`src/rtl/ar_burst_addr_gen.sv`:
```
// Read-burst address sequencer: accepts one AR command and emits one beat
// address per data beat (FIXED / INCR / WRAP), with ID, index, last and
// error flags for the read slave to build RID/RLAST/RRESP.
module ar_burst_addr_gen #(
    parameter int ADDR_W = 32,
    parameter int ID_W   = 4
) (
    input  logic              ACLK,
    input  logic              ARESET,
    input  logic              cmd_valid,
    output logic              cmd_ready,
    input  logic [ADDR_W-1:0] cmd_addr,
    input  logic [3:0]        cmd_len,
    input  logic [1:0]        cmd_size,
    input  logic [1:0]        cmd_burst,
    input  logic [ID_W-1:0]   cmd_id,
    output logic              beat_valid,
    input  logic              beat_ready,
    output logic [ADDR_W-1:0] beat_addr,
    output logic [ID_W-1:0]   beat_id,
    output logic [3:0]        beat_idx,
    output logic              beat_last,
    output logic              beat_err
);

    typedef enum logic {
        S_IDLE  = 1'b0,
        S_BURST = 1'b1
    } state_t;

    localparam logic [1:0] BURST_FIXED = 2'b00;
    localparam logic [1:0] BURST_INCR  = 2'b01;
    localparam logic [1:0] BURST_WRAP  = 2'b10;
    localparam logic [1:0] BURST_RSVD  = 2'b11;

    // Control state
    state_t            r_state;
    state_t            w_state_next;

    // Per-burst captured context
    logic [3:0]        r_len;
    logic [1:0]        r_mode;      // effective sequencing mode: FIXED/INCR/WRAP
    logic [ADDR_W-1:0] r_bmask;     // bytes-per-beat minus one
    logic [ADDR_W-1:0] r_wmask;     // wrap span minus one (WRAP mode only)

    // Registered beat outputs
    logic [ADDR_W-1:0] r_addr;
    logic [ID_W-1:0]   r_id;
    logic [3:0]        r_idx;
    logic              r_last;
    logic              r_err;

    // Command decode
    logic              w_accept;
    logic              w_beat_fire;
    logic [1:0]        w_size_eff;
    logic [ADDR_W-1:0] w_cmd_bmask;
    logic [4:0]        w_beats;
    logic [6:0]        w_span;
    logic [ADDR_W-1:0] w_cmd_wmask;
    logic              w_wrap_len_ok;
    logic              w_wrap_legal;
    logic              w_unaligned;
    logic              w_cmd_err;
    logic [1:0]        w_cmd_mode;
    logic [ADDR_W-1:0] w_cmd_addr0;

    // Next-beat address generation
    logic [ADDR_W-1:0] w_step_addr;
    logic [ADDR_W-1:0] w_incr_addr;
    logic [ADDR_W-1:0] w_wrap_addr;
    logic [ADDR_W-1:0] w_next_addr;
    logic              w_cross_4k;

    assign w_accept    = (r_state == S_IDLE)  && cmd_valid;
    assign w_beat_fire = (r_state == S_BURST) && beat_ready;

    // An 8-byte beat does not fit a 32-bit bus; sequence it as 4 bytes.
    assign w_size_eff  = (cmd_size == 2'd3) ? 2'd2 : cmd_size;

    // Byte-offset mask for the effective beat size
    always_comb begin
        w_cmd_bmask = '0;
        case (w_size_eff)
            2'd0:    w_cmd_bmask = '0;
            2'd1:    w_cmd_bmask = ADDR_W'(1);
            default: w_cmd_bmask = ADDR_W'(3);
        endcase
    end

    assign w_beats       = {1'b0, cmd_len} + 5'd1;
    assign w_span        = {2'b00, w_beats} << w_size_eff;
    assign w_cmd_wmask   = {{(ADDR_W-7){1'b0}}, w_span - 7'd1};
    assign w_wrap_len_ok = (cmd_len == 4'd1) || (cmd_len == 4'd3) ||
                           (cmd_len == 4'd7) || (cmd_len == 4'd15);
    assign w_wrap_legal  = (cmd_burst == BURST_WRAP) && w_wrap_len_ok;
    assign w_unaligned   = |(cmd_addr & w_cmd_bmask);

    // Error sources known at capture time; 4KB crossings are added later.
    assign w_cmd_err = (cmd_size == 2'd3) ||
                       (cmd_burst == BURST_RSVD) ||
                       ((cmd_burst == BURST_WRAP) && !w_wrap_len_ok) ||
                       (w_wrap_legal && w_unaligned);

    // Illegal WRAP lengths and the reserved encoding fall back to INCR.
    always_comb begin
        w_cmd_mode = BURST_INCR;
        if (cmd_burst == BURST_FIXED) begin
            w_cmd_mode = BURST_FIXED;
        end else if (w_wrap_legal) begin
            w_cmd_mode = BURST_WRAP;
        end
    end

    // Only a legal WRAP aligns beat 0; FIXED/INCR start at the raw address.
    assign w_cmd_addr0 = w_wrap_legal ? (cmd_addr & ~w_cmd_bmask) : cmd_addr;

    assign w_step_addr = r_addr + r_bmask + ADDR_W'(1);
    assign w_incr_addr = (r_addr & ~r_bmask) + r_bmask + ADDR_W'(1);
    assign w_wrap_addr = (r_addr & ~r_wmask) | (w_step_addr & r_wmask);

    // Select the address of the following beat for the active mode
    always_comb begin
        w_next_addr = r_addr;
        case (r_mode)
            BURST_FIXED: w_next_addr = r_addr;
            BURST_WRAP:  w_next_addr = w_wrap_addr;
            default:     w_next_addr = w_incr_addr;
        endcase
    end

    assign w_cross_4k = (w_next_addr[ADDR_W-1:12] != r_addr[ADDR_W-1:12]);

    // State register
    always_ff @(posedge ACLK) begin
        if (ARESET) begin
            r_state <= S_IDLE;
        end else begin
            r_state <= w_state_next;
        end
    end

    // Next-state logic: one burst in flight, back to idle after the last beat
    always_comb begin
        w_state_next = r_state;
        case (r_state)
            S_IDLE:  if (cmd_valid)             w_state_next = S_BURST;
            S_BURST: if (beat_ready && r_last)  w_state_next = S_IDLE;
            default:                            w_state_next = S_IDLE;
        endcase
    end

    // Handshake outputs decoded straight from the state register
    always_comb begin
        cmd_ready  = (r_state == S_IDLE);
        beat_valid = (r_state == S_BURST);
    end

    // Capture command, advance beat on handshake, clear on burst completion
    always_ff @(posedge ACLK) begin
        if (ARESET) begin
            r_len   <= '0;
            r_mode  <= BURST_FIXED;
            r_bmask <= '0;
            r_wmask <= '0;
            r_addr  <= '0;
            r_id    <= '0;
            r_idx   <= '0;
            r_last  <= 1'b0;
            r_err   <= 1'b0;
        end else if (w_accept) begin
            r_len   <= cmd_len;
            r_mode  <= w_cmd_mode;
            r_bmask <= w_cmd_bmask;
            r_wmask <= w_cmd_wmask;
            r_addr  <= w_cmd_addr0;
            r_id    <= cmd_id;
            r_idx   <= 4'd0;
            r_last  <= (cmd_len == 4'd0);
            r_err   <= w_cmd_err;
        end else if (w_beat_fire) begin
            if (r_last) begin
                r_addr <= '0;
                r_id   <= '0;
                r_idx  <= 4'd0;
                r_last <= 1'b0;
                r_err  <= 1'b0;
            end else begin
                r_addr <= w_next_addr;
                r_idx  <= r_idx + 4'd1;
                r_last <= ((r_idx + 4'd1) == r_len);
                r_err  <= r_err | w_cross_4k;
            end
        end
    end

    assign beat_addr = r_addr;
    assign beat_id   = r_id;
    assign beat_idx  = r_idx;
    assign beat_last = r_last;
    assign beat_err  = r_err;

endmodule

```
`config.mk`:
```
export PLATFORM = sky130hd
export DESIGN_NAME = ar_burst_addr_gen
export DESIGN_NICKNAME = d
export VERILOG_FILES = /design/src/rtl/ar_burst_addr_gen.sv
export SDC_FILE = /design/constraint.sdc
export NUM_CORES = 1
export LEC_CHECK = 0
export ABC_AREA = 1
export CORE_MARGIN = 5
export CORE_UTILIZATION = 45
export CTS_BUF_LIST = sky130_fd_sc_hd__clkbuf_8
export DETAILED_ROUTE_END_ITERATION = 8
export PLACE_DENSITY = 0.73
export RECOVER_POWER = 100
export SKIP_CTS_REPAIR_TIMING = 1
export SLEW_MARGIN = 15
export SYNTH_ARGS = -nofsm -noshare
export SYNTH_HDL_FRONTEND = slang
export SYNTH_SLANG_ARGS = --single-unit
export TNS_END_PERCENT = 30
```
`constraint.sdc`:
```
create_clock -name ACLK -period 5.24 [get_ports ACLK]
set_input_delay 0.786 -clock ACLK [delete_from_list [all_inputs] [get_ports ACLK]]
set_output_delay 0.786 -clock ACLK [all_outputs]
set_load 0.02 [all_outputs]
```
==> results of run 1 <==
state kept, by name, summed over array words and instances, names as in the netlist:
register and flops:
beat_err 1, r_wmask 7, beat_id 4, beat_last 1, beat_idx 4, beat_addr 32, beat_valid 1, r_mode 2
r_bmask 2, r_len 4
cells in the mapped netlist, drive strengths merged:
master and count:
buf 7, a31oi 4, ha 11, o22ai 6, a211oi 2, o32ai 1
dfxtp 58, nor3 18, nand3 35, a22o 4, xor2 5, o21bai 6
o211ai 3, nor3b 1, nor2 69, nand3b 2, xnor2 4, a21oi 46
inv 88, a31o 2, nand4 18, o21ai 57, fa 1, o31ai 1
clkbuf 4, nand2 146
critical path, delay by kind of cell:
family                 cells  cell delay [ps]
AND/OR/NAND/NOR            2              540
AO/OA/AOI/OAI              3             1160
buffers and inverters      4             1660
routing by layer:
layer | share of wire (%) | wire, um | global-route usage [%]
met1 | 45 | 5290 | 30.3
met2 | 47 | 5500 | 37.7
met3 | 5.6 | 655 | 4.40
met4 | 1.6 | 187 | 8.17
met5 | 0 | 0 | 0
final timing paths:
check	from	to	slack, ps	cells after the start
max	cmd_valid	beat_addr[0]	1320	9
min	beat_id[2]	beat_id[2]	480	1
max reg2reg	beat_valid	beat_addr[0]	1930	7
min reg2reg	beat_id[2]	beat_id[2]	480	1
stage by stage:
| step | hold slack (ps) | power (W) | worst slack (ps) | area [sq um] |
|---|---|---|---|---|
| 2_1_floorplan | 426 | 0.000695 | 3140 | 3880 |
| 3_3_place_gp | 459 | 0.000821 | 2030 | 4870 |
| 3_5_place_dp | 466 | 0.000827 | 1860 | 4870 |
| 4_1_cts | 483 | 0.00130 | 2240 | 5090 |
| 5_1_grt | 505 | 0.00135 | 1080 | 5040 |
| 6_report | 485 | 0.00128 | 1320 | 5040 |
area by class of cell:
class                      count  area (sq um)  share of cell area [%]
multi-input combinational    442          2280                    45.2
sequential                    58          1160                    23.0
timing repair buffer          91           911                    18.1
inverter                      88           334                    6.63
clock buffer                  10           138                    2.73
tap                          105           131                    2.61
clock inverter                 6          88.8                    1.76
kinds of logic (layout without fill, tap and decap cells):
family | count (synthesis) | in the layout | share of synthesized area (%)
and+or+nand+nor | 289 | 289 | 34.2
adders and majority gates | 12 | 12 | 4.06
buffers and inverters | 99 | 195 | 10.1
AOI/OAI and AO/OA | 132 | 132 | 19.7
xor gates and xnor gates | 9 | 9 | 2.03
DFF | 58 | 58 | 29.9
power groups by stage:
stage	Sequential [W]	Clock, W	Combinational, W
2_1_floorplan	0.000542	0	0.000153
3_3_place_gp	0.000524	0	0.000297
3_5_place_dp	0.000524	0	0.000303
4_1_cts	0.000514	0.000485	0.000304
5_1_grt	0.000520	0.000511	0.000318
6_report	0.000514	0.000483	0.000286
==> flow_summary.yaml, run 1 <==
worst_setup_path:
  crit_path_start_kind: "input pin"
  worstPathMaxFanout: 26
  crit_arrival_ps: 4150
  crit_top_cell: "a21oi_1"
  end_kind: "flop"
  slowest_stage: "a21oi_1"
  slowest_delay_ps: 860
  worstSetupPathType: "input pin to flop"
  path_cells: "dlygate4sd3_1, inv_1, nor2_8, nor2_1, clkinvlp_2, a21oi_1, inv_2, o21ai_0, a21oi_1"
  worst_ep_required_time_ps: 5470
cells_and_area:
  fin_util_pct: 60.7
  final_nets: 750
  nFillCells: 788
  fin_cells: 800
  drive_gt1_share_pct: 6.62
  final_cell_mix: "nand2_1, inv_1, nor2_1"
  syn2layout_area_growth_pct: 29.8
  final_common_cell: "nand2_1"
  antenna_cells: 0
sta:
  period_share_pct: 74.8
  setup_viol: 0
  hold_viol: 0
  slew_violations: 26
  tightest_slew_ps: 1700
  rsz0062_at_grt: "false"
  slew_headroom_pct: -14.0
  skew_ps: 8.98
  fmax_ghz: 0.255
  period_minus_slack_ps: 3920
  fin_setup_tns_ps: 0
logic_synthesis:
  syn-num-nets: 659
  synth_area_leaders: "dfxtp_1, nand2_1, inv_1"
  yosysSeqAreaShare_pct: 29.9
  yosysUniqueCellTypes: 43
  synthCells: 599
  synth_area_per_cell_sq_um: 6.48
  ys_ff_latch: 58
  synth_area_leader_cell: "dfxtp_1"
  mappedNetlistArea_sq_um: 3880
  yosys.area.top_type_share_pct: 29.9
  yosys_warnings: 0
clocking:
  cts.path.max_buffers: 2
  cts_sinks: 58
  cts-htree-levels: 3
  clk_pin_slew_ps: 80
  root_buffer: "clkbuf_8"
  clk_latency_ps: 350
  tritoncts: "built"
  cts_buffers: 9
pwr:
  p_int_w: 0.000873
  leakage_nw: 2.13
  seqPwrFrac_pct: 40.0
  pwr-share-clk_pct: 37.7
  p_per_area_nw_per_um2: 255
  max-vdd-ir-drop_mv: 0.136
  swShare_pct: 32.0
  combPwrFrac_pct: 22.3
  p_switching_w: 0.000410
routing:
  wire_per_inst_um: 14.5
  dr.pass1.iters: 5
  viasPerCell: 5.35
  num_vias: 4280
  route.detailed.drc: 0
  routed_wl_um: 11600
  drt_iter0_drc: 223
  ant_nets: 0
floorplanning:
  coreArea_sq_um: 8300
  initial_core_util_pct: 46.8
  rows: 33
  die_y_um: 103
  die_area_sq_um: 10600
  dieWidth_um: 103
  io_pins: 92
outcome:
  violations: "max-capacitance violations, max-slew violations"
  status: "complete, but fails checks"
run:
  cap_violations: 1
global_routing:
  grt_max_degree: 27
  grt_pass1_vias: 4149
  grt_first_pass_wirelength_um: 19500
  antenna_found_initial: 0
  grt_use_total_pct: 23.0
  grt_overflow: 0
placement:
  dp.cells: 784
  place_congestion: 0.898
  dp_hpwl_um: 9030
  portBuffers: 91
worst_hold_path:
  hp-class: "flop to flop"
Note: power is estimated with default switching activity, not from simulation.
==> run 2, diff against run 1 <==
- clock period: 5.24 -> 4 ns (I/O delays scaled with it)
==> flow_summary.yaml, run 2 (same netlist as run 1, synthesis figures left out) <==
sta:
  fin_ws_ps: 1090
  skew_ps: 9.46
  setup_viol: 0
  hold_viol: 0
  period_share_pct: 72.7
  fmax_ghz: 0.344
  tightest_slew_ps: 778
  slew_headroom_pct: 48.1
  fin_setup_tns_ps: 0
  period_minus_slack_ps: 2910
  slew_violations: 0
  rsz0062_at_grt: "false"
cells_and_area:
  nFillCells: 805
  largest_register_ffs: 32
  final_nets: 751
  syn2layout_area_growth_pct: 31.1
  antenna_cells: 0
  final_common_cell: "nand2_1"
  ff_latch_area_sq_um: 1160
  final_cell_mix: "nand2_1, inv_1, nor2_1"
  multiInputGateArea_sq_um: 2300
  drive_gt1_share_pct: 7.04
clocking:
  clk_latency_ps: 340
  clk_pin_slew_ps: 80
  cts-htree-levels: 3
  cts_sinks: 58
  root_buffer: "clkbuf_8"
  tritoncts: "built"
  cts_buffers: 9
  cts.path.max_buffers: 2
routing:
  num_vias: 4281
  dr.pass1.iters: 4
  ant_nets: 0
  routed_wl_um: 11500
  viasPerCell: 5.34
  wire_per_inst_um: 14.3
  route.detailed.drc: 0
  drt_iter0_drc: 259
floorplanning:
  initial_core_util_pct: 46.8
  die_area_sq_um: 10600
  coreArea_sq_um: 8300
  die_y_um: 103
  rows: 33
  dieWidth_um: 103
  io_pins: 92
global_routing:
  grt_pass1_vias: 4087
  grt_overflow: 0
  grt_use_total_pct: 22.5
  grt_max_degree: 27
  grt_first_pass_wirelength_um: 19000
  antenna_found_initial: 0
worst_setup_path:
  r2r-start: "beat_valid"
  worstSetupPathType: "input pin to flop"
  crit_path_start_kind: "input pin"
  end_kind: "flop"
  worst_ep_required_time_ps: 4270
  crit_arrival_ps: 3180
  r2r_slack_ps: 1560
  worstPathMaxFanout: 26
  timing.rr.end: "beat_addr[1]"
  ff2ff_path_depth: 7
placement:
  dp_hpwl_um: 8900
  place_congestion: 0.912
  place_ws_ps: 1280
  portBuffers: 91
run:
  cap_violations: 0
outcome:
  status: "complete, no violations"
pwr:
  p_per_area_nw_per_um2: 341
  leakage_nw: 2.16
  max-vdd-ir-drop_mv: 0.184
worst_hold_path:
  hold_start: "beat_id[1]"
  min_to: "beat_id[1]"
  hp-class: "flop to flop"
  min_path_cells: 1
## run 2: cell types whose count changed in the layout (fill, tap and decap cells not counted), sizes merged
| cell | before | now |
|---|---|---|
| inv | 87 | 88 |
| clkinvlp | 3 | 1 |
| bufinv | 2 | 3 |
| clkbuf | 10 | 9 |
| clkinv | 2 | 3 |
| buf | 0 | 1 |
## run 2: critical path, stage by stage
cell and delay, ps:
dlygate4sd3_1 540, inv_1 100, nor2_8 380, nor2_1 240
a21oi_1 660, a21oi_4 150, inv_1 230, o21ai_0 110
a21oi_1 170
## run 2: power by group
part,internal [W],switching [W]
Sequential,0.000620,0.0000530
Combinational,0.000156,0.000221
Clock,0.000419,0.000268
Total,0.00120,0.000542
## run 2: final cells by class
| type | count | area share [%] |
|---|---|---|
| multi-input cells | 442 | 45.1 |
| flip-flops and latches | 58 | 22.8 |
| repair buffers | 92 | 18.0 |
| inverters | 88 | 6.56 |
| well taps | 105 | 2.58 |
| clock inverters | 7 | 2.46 |
| clock buffers | 9 | 2.43 |
## run 2: worst max-delay path by stage
| stage | endpoint | from | slack (ps) | cells past startpoint |
|---|---|---|---|---|
| after floorplan | beat_addr[16] | beat_addr[1] | 2040 | 14 |
| after CTS | r_wmask[6] | cmd_len[0] | 1650 | 13 |
| after global placement | r_wmask[6] | cmd_len[0] | 1370 | 13 |
| final | beat_addr[1] | cmd_valid | 1090 | 9 |
| after global routing | beat_addr[2] | cmd_valid | 830 | 9 |
| after detailed placement | r_wmask[6] | cmd_len[0] | 1280 | 13 |
## run 2: per-stage QoR
stage	total power (W)	area [sq um]	util [%]	hold WS, ps	cells
final	0.00174	5090	61.4	480	801
after global routing	0.00182	5090	61.4	498	801
after CTS	0.00177	5120	61.8	481	801
after detailed placement	0.00108	4880	58.8	470	785
after global placement	0.00108	4880	58.8	468	785
after floorplan	0.000910	3880	-	426	599
## run 2: per-layer routing
layer | part of all wire (%) | wire length (um) | track usage (%)
met3 | 6.0 | 694 | 3.65
met4 | 1.2 | 143 | 7.87
met1 | 46 | 5260 | 30.2
met2 | 47 | 5390 | 36.5
met5 | 0 | 0 | 0
